==> config.mk <==
export PLATFORM = sky130hd
export DESIGN_NAME = fetch_pc_unit
export DESIGN_NICKNAME = d
export VERILOG_FILES = /design/src/rtl/fetch_pkg.sv /design/src/rtl/fetch_pc_unit_branch_lut.sv /design/src/rtl/fetch_pc_unit.sv
export SDC_FILE = /design/constraint.sdc
export NUM_CORES = 1
export LEC_CHECK = 0
export ABC_AREA = 1
export BUFFER_PORTS_ARGS = -buffer_cell sky130_fd_sc_hd__buf_2
export CAP_MARGIN = 20
export CORE_MARGIN = 5
export CORE_UTILIZATION = 47
export CTS_CLUSTER_DIAMETER = 200
export DETAILED_ROUTE_END_ITERATION = 12
export HOLD_SLACK_MARGIN = 0.05
export PLACE_DENSITY = 0.79
export SLEW_MARGIN = 30
export SYNTH_ARGS = -nofsm -noshare
export SYNTH_HDL_FRONTEND = slang
export SYNTH_SLANG_ARGS = --single-unit
==> constraint.sdc <==
create_clock -name CLK -period 1.6 [get_ports CLK]
set_input_delay 0.32 -clock CLK [delete_from_list [all_inputs] [get_ports CLK]]
set_output_delay 0.32 -clock CLK [all_outputs]
set_load 0.01 [all_outputs]
==> src/rtl/fetch_pkg.sv <==
// Shared types and default sizing for the fetch/PC stage.
package fetch_pkg;

    localparam int FETCH_PC_W    = 10;
    localparam int FETCH_INSTR_W = 9;
    localparam int FETCH_LUT_AW  = 4;

    localparam logic [FETCH_INSTR_W-1:0] FETCH_HALT_OP = 9'b111111111;

    typedef enum logic [1:0] {
        IDLE   = 2'd0,
        RUN    = 2'd1,
        HALTED = 2'd2
    } fetch_state_t;

endpackage

==> src/rtl/fetch_pc_unit_branch_lut.sv <==
// Branch-target lookup table: combinational read, contents cleared by reset.
// Entries are normally preloaded from outside (loader or testbench) after reset.
module branch_lut
    import fetch_pkg::*;
#(
    parameter int AW = FETCH_LUT_AW,
    parameter int DW = FETCH_PC_W
) (
    input  logic          clk,
    input  logic          reset_n,
    input  logic [AW-1:0] idx,
    output logic [DW-1:0] target
);

    localparam int N = 1 << AW;

    logic [DW-1:0] targets [N];

    always_ff @(posedge clk) begin
        if (!reset_n) begin
            for (int i = 0; i < N; i++) begin
                targets[i] <= '0;
            end
        end
    end

    assign target = targets[idx];

endmodule

==> src/rtl/fetch_pc_unit.sv <==
// PC register, run/halt control and LUT-based branch targeting for the core.
// Optional build macro FETCH_PERF_CNT_EN adds a saturating 16-bit instr_count.
module fetch_pc_unit
    import fetch_pkg::*;
#(
    parameter int                 PC_W    = FETCH_PC_W,
    parameter int                 INSTR_W = FETCH_INSTR_W,
    parameter logic [INSTR_W-1:0] HALT_OP = FETCH_HALT_OP,
    parameter int                 LUT_AW  = FETCH_LUT_AW
) (
    input  logic               CLK,
    input  logic               reset_n,
    input  logic               start,
    input  logic               stall,
    input  logic [INSTR_W-1:0] Instruction,
    input  logic               branch_en,
    input  logic               branch_taken,
    input  logic [LUT_AW-1:0]  target_idx,
    output logic [PC_W-1:0]    PC,
    output logic               fetch_valid,
`ifdef FETCH_PERF_CNT_EN
    output logic [15:0]        instr_count,
`endif
    output logic               halt,
    output fetch_state_t       state_dbg
);

    // Handshake: none; PC/Instruction is a live pair whenever fetch_valid=1,
    // and the stage only advances on cycles with stall=0.

    fetch_state_t    state_q, state_d;
    logic [PC_W-1:0] pc_q, pc_d;
    logic            fetch_valid_q, fetch_valid_d;
    logic            halt_q, halt_d;
    logic            launch;
    logic            count_en;
    logic [PC_W-1:0] lut_target;

    branch_lut #(.AW(LUT_AW), .DW(PC_W)) lut1 (
        .clk     (CLK),
        .reset_n (reset_n),
        .idx     (target_idx),
        .target  (lut_target)
    );

    always_ff @(posedge CLK) begin
        if (!reset_n) begin
            state_q       <= IDLE;
            pc_q          <= '0;
            fetch_valid_q <= 1'b0;
            halt_q        <= 1'b0;
        end else begin
            state_q       <= state_d;
            pc_q          <= pc_d;
            fetch_valid_q <= fetch_valid_d;
            halt_q        <= halt_d;
        end
    end

    // Stall outranks halt detection and branching; start only matters outside RUN.
    always_comb begin
        state_d  = state_q;
        pc_d     = pc_q;
        launch   = 1'b0;
        count_en = 1'b0;
        case (state_q)
            IDLE, HALTED: begin
                if (start) begin
                    state_d = RUN;
                    pc_d    = '0;
                    launch  = 1'b1;
                end
            end
            RUN: begin
                if (!stall) begin
                    count_en = 1'b1;
                    if (Instruction == HALT_OP) begin
                        state_d = HALTED;
                    end else if (branch_en && branch_taken) begin
                        pc_d = lut_target;
                    end else begin
                        pc_d = pc_q + PC_W'(1);
                    end
                end
            end
            default: begin
                state_d = IDLE;
                pc_d    = '0;
            end
        endcase
    end

    always_comb begin
        fetch_valid_d = (state_d == RUN);
        halt_d        = (state_d == HALTED);
    end

`ifdef FETCH_PERF_CNT_EN
    logic [15:0] count_q;

    always_ff @(posedge CLK) begin
        if (!reset_n || launch) begin
            count_q <= '0;
        end else if (count_en && (count_q != 16'hFFFF)) begin
            count_q <= count_q + 16'd1;
        end
    end

    assign instr_count = count_q;
`endif

    assign PC          = pc_q;
    assign fetch_valid = fetch_valid_q;
    assign halt        = halt_q;
    assign state_dbg   = state_q;

endmodule
; Word level (Yosys, flattened, before mapping)
; Cells that the tools add are included.
[word_totals]
wordCells = 26
reg_bits = 14
output_inout_bits = 14
in_bits = 19
[classes]
n_eq_ne = 8
reduce_logical = 4
n_addsub = 1
mux = 9
[ops]
columns = cell, count
row1 = two-way mux 10 bit, 4
row2 = case mux 10 bit (2 select lines), 1
row3 = adder 10 x 1 -> 10 bit (second input constant), 1
row4 = == test 9 bit (second input constant), 1
row5 = two-way mux 2 bit, 3
row6 = inequality test 2 bit (second input constant), 3
row7 = == test 2 x 1 -> 1 bit (second input constant), 2
row8 = == test 2 bit (second input constant), 2
row9 = case mux 2 bit (2 select lines), 1
row10 = AND reduction 3 bit, 1
row11 = zero test 2 bit, 1
row12 = OR reduction 2 bit, 1
row13 = logical AND 1 bit, 1

; Longest topological paths before layout
[depth]
word_depth = 5
mapped_depth = 10
mapped_depth_nobuf = 9

; By module
; A second synthesis with hierarchy kept.
[unflattened]
hier_cells = 166
hier_area_um2 = 1029.7
[by_module_without_submodules]
columns = mod, area_each_um2, seq_area_each_um2, n_inst, cells_per_inst
row1 = fetch_pc_unit, 950.9, 280.3, 1, 155
row2 = branch_lut, 78.8, 0.0, 1, 11

; Worst setup path after synthesis
; No wires, ideal clock.
[synth_path]
path_type = reg-to-reg
start = register pc_q[0], in the netlist PC[0]
end = register pc_q[6], in the netlist PC[6]
t_arrival_ns = 1.223
setup_ns = 0.116
path_stages_with_launch = 8
synth_period_minus_slack_ns = 1.338
setup_slack_ns = 0.262
cell_sequence = dfxtp_1 -> ha_1 -> nand2_1 -> nor2_4 -> nand2_1 -> o21a_1 -> o21ai_0 -> nor2_1
[synth_via]
elab_chain_len = 5
[synth_rtl]
columns = item, line_no
row1 = from (decl), fetch_pc_unit.sv:32  ; logic [PC_W-1:0] pc_q, pc_d;
row2 = from (signal assigned), fetch_pc_unit.sv:54  ; pc_q <= pc_d;
row3 = adder 10 x 1 -> 10 bit, fetch_pc_unit.sv:82  ; pc_d = pc_q + PC_W'(1);
row4 = two-way mux 10 bit, fetch_pc_unit.sv:79  ; end else if (branch_en && branch_taken) begin
row5 = two-way mux 10 bit, fetch_pc_unit.sv:77  ; if (Instruction == HALT_OP) begin
row6 = two-way mux 10 bit, fetch_pc_unit.sv:75  ; if (!stall) begin
row7 = case mux 10 bit (2 select lines), fetch_pc_unit.sv:66  ; case (state_q)
; Every way passes these cells. The select of a mux whose other input is x is not followed.
; A chain may end at the register's enable or synchronous reset.

; Final worst setup path
; Ends and elaborated chain as after synthesis.

==> flow_metrics.py <==
metrics = {
    "timing": {
        "rsz0062_at_grt": "false",
        "hold_viol_final": 0,
        "worstMarginPinSlew_ns": 0.394,
        "skew_ns": 0.00707,
        "fin_crit_sh_pct": 87.5,
        "max_clock_freq_mhz": 714,
        "slew_headroom_pct": 73.7,
        "fin_setup_tns_ns": 0,
        "drv_slew": 0,
        "setup_viol": 0,
        "min_period_ns": 1.40,
    },
    "finish": {
        "nFillCells": 190,
        "drive_gt1_share_pct": 25.9,
        "final_core_util_pct": 59.7,
        "area_growth_pct": 20.3,
        "final_net_count": 188,
        "diodes": 0,
    },
    "worst_setup_path": {
        "r2r-end": "PC[6]",
        "crit_path_start": "PC[0]",
        "r2r-start": "PC[0]",
        "cp.arrival_ns": 1.57,
        "r2r_slack_ns": 0.20,
        "rr_worst_depth": 7,
        "end_kind": "flop",
        "endpoint": "PC[6]",
        "crit_required_ns": 1.77,
        "path_max_fanout": 5,
        "worstSetupPathType": "reg -> reg",
        "start_kind": "flop",
    },
    "synth": {
        "synth_area_um2": 857,
        "yosysWarningCount": 0,
        "syn_inst": 138,
        "ys_types": 21,
        "avgSynthCellArea_um2": 6.21,
        "ys_seq_area_share_pct": 32.7,
        "ys_ff_latch": 14,
        "synthesis.nets": 158,
    },
    "floorplan": {
        "core-area_um2": 1730,
        "row_count": 15,
        "floorplan.initialDensity_pct": 49.6,
        "io_pins": 33,
        "dieHeight_um": 52.7,
        "die_area_um2": 2780,
        "die_w_um": 52.7,
    },
    "routing": {
        "routed_via_density": 4.79,
        "drtIter0Drc": 21,
        "first_pass_iters": 4,
        "wl_per_cell_um": 10.1,
        "postRouteAntennaNets": 0,
        "finalWirelength_um": 1940,
        "drc_errors": 0,
        "num_vias": 915,
    },
    "clocking": {
        "cts-resized-gates": 0,
        "clk_path_buf_depth": 2,
        "cts_max_level": 1,
        "cts_made_buffers": 3,
        "post-cts-setup-buffer-count": 0,
        "tritoncts": "yes",
        "cts_hold_buf": 0,
        "cts_sinks": 14,
        "cts_root_buf": "clkbuf_4",
        "cts.clk_slew.worst_paths_ns": 0.09,
        "clock_latency_ns": 0.28,
    },
    "pwr": {
        "power_density_nw_per_um2": 628,
        "intPower_mw": 0.474,
        "ir_drop_mv": 0.395,
        "power_frac_clock_pct": 30.6,
        "power.share.switching_pct": 26.8,
        "p_seq_share_pct": 55.1,
        "power.switching_mw": 0.174,
        "pwr-share-comb_pct": 14.2,
        "p_leak_nw": 0.476,
    },
    "place": {
        "place_hpwl_um": 1510,
        "portBuffers": 28,
        "gp_congestion": 0.815,
    },
    "grt": {
        "grt_max_degree": 13,
        "grt-ovfl-total": 0,
        "grt_pass1_vias": 791,
        "grt_usage_pct": 15.7,
        "antenna_found_initial": 0,
        "grt_pass1_wl_um": 3260,
    },
    "worst_hold_path": {
        "hold_class": "in -> reg",
    },
    "flow_run": {
        "cap_violations": 0,
    },
    "status": {
        "outcome": "finished clean",
    },
}
registers in the layout (all words and copies together) (netlist names):
| signal | flops |
|---|---|
| PC | 10 |
| state_dbg | 2 |
| halt | 1 |
| fetch_valid | 1 |
metrics by stage:
stage                     power, mW  hold slack, ns  cells  instance area (µm²)  worst slack [ns]
after global placement        0.456           0.459    188                 1010             0.191
after detailed placement      0.458           0.470    188                 1010             0.184
after global routing          0.688           0.296    191                 1030            0.0582
final                         0.648           0.290    191                 1030             0.200
after CTS                     0.657           0.288    191                 1030             0.193
after floorplan               0.427           0.444    138                  857             0.262
worst min-delay path by stage:
stage | from | endpoint | slack [ns] | cells past startpoint
6_report | reset_n | PC[5] | 0.29 | 3
3_5_place_dp | PC[9] | PC[9] | 0.47 | 2
2_1_floorplan | reset_n | PC[5] | 0.44 | 2
4_1_cts | reset_n | PC[5] | 0.29 | 3
5_1_grt | reset_n | PC[9] | 0.30 | 3
3_3_place_gp | PC[9] | PC[9] | 0.46 | 2
area by class of cell:
| type | count | area (µm²) | share of cell area [%] |
|---|---|---|---|
| Timing Repair Buffer | 28 | 140 | 13.6 |
| Tap cell | 25 | 31.3 | 3.03 |
| Multi-Input combinational cell | 101 | 482 | 46.7 |
| Clock buffer | 3 | 22.5 | 2.18 |
| Inverter | 20 | 75.1 | 7.28 |
| Sequential cell | 14 | 280 | 27.2 |
synth_stat cells, drive strengths merged:
library cell   n  share of area [%]
nand4          1               0.73
nand2         41                 19
inv           20                8.8
ha             1                1.5
a21oi         11                7.3
clkbuf         1               0.44
nor2          22                 13
nand3         17                9.9
buf            2                1.9
or2            1               0.73
nor3           1               0.58
o21a           1               0.88
o21ai          5                2.9
dfxtp         14                 33
layer usage:
metal | vias to the layer above | global-route usage, % | part of all wire, %
met5 | - | 0 | 0
met4 | 0 | 7.66 | 2.2
met3 | 5 | 2.85 | 4.8
met2 | 20 | 26.0 | 47
met1 | 398 | 19.2 | 46
li1 | 492 | - | -
power groups by stage:
stage	Combinational [mW]	Clock, mW	Sequential, mW
after floorplan	0.0595	0	0.368
after global placement	0.0914	0	0.365
after detailed placement	0.0928	0	0.365
after CTS	0.0929	0.207	0.357
after global routing	0.103	0.226	0.359
final	0.0921	0.198	0.357
worst max-delay path, cell delays in order (launching register included):
cell and delay [ns]:
dfxtp_1 0.39, ha_1 0.18, nand2_1 0.11, nor2_4 0.12, nand2_1 0.09, o21a_1 0.18, o21ai_0 0.16, nor2_1 0.05
layout by cell type (no fill, tap or decap):
master and instances:
a21oi_2 2, inv_2 1, nand2_2 3, dfxtp_1 14, buf_2 28, nor2_4 3, nor3_1 1, clkbuf_4 3
o21a_1 1, nand2_1 38, or2_2 1, nor2_1 17, nand4_1 1, nand3_1 17, o21ai_0 4, inv_1 19
o21ai_1 1, nor2_2 2, a21oi_1 9, ha_1 1
cell families (layout without fill, tap and decap cells):
kind of cell | count (synthesis) | in the layout | synth area share (%)
flip-flops | 14 | 14 | 32.7
AND/OR/NAND/NOR | 83 | 83 | 43.6
adder cells (fa/ha/maj) | 1 | 1 | 1.46
buffers and inverters | 23 | 51 | 11.1
AO/OA/AOI/OAI | 17 | 17 | 11.1
Note: power is estimated with default switching activity, not from simulation.
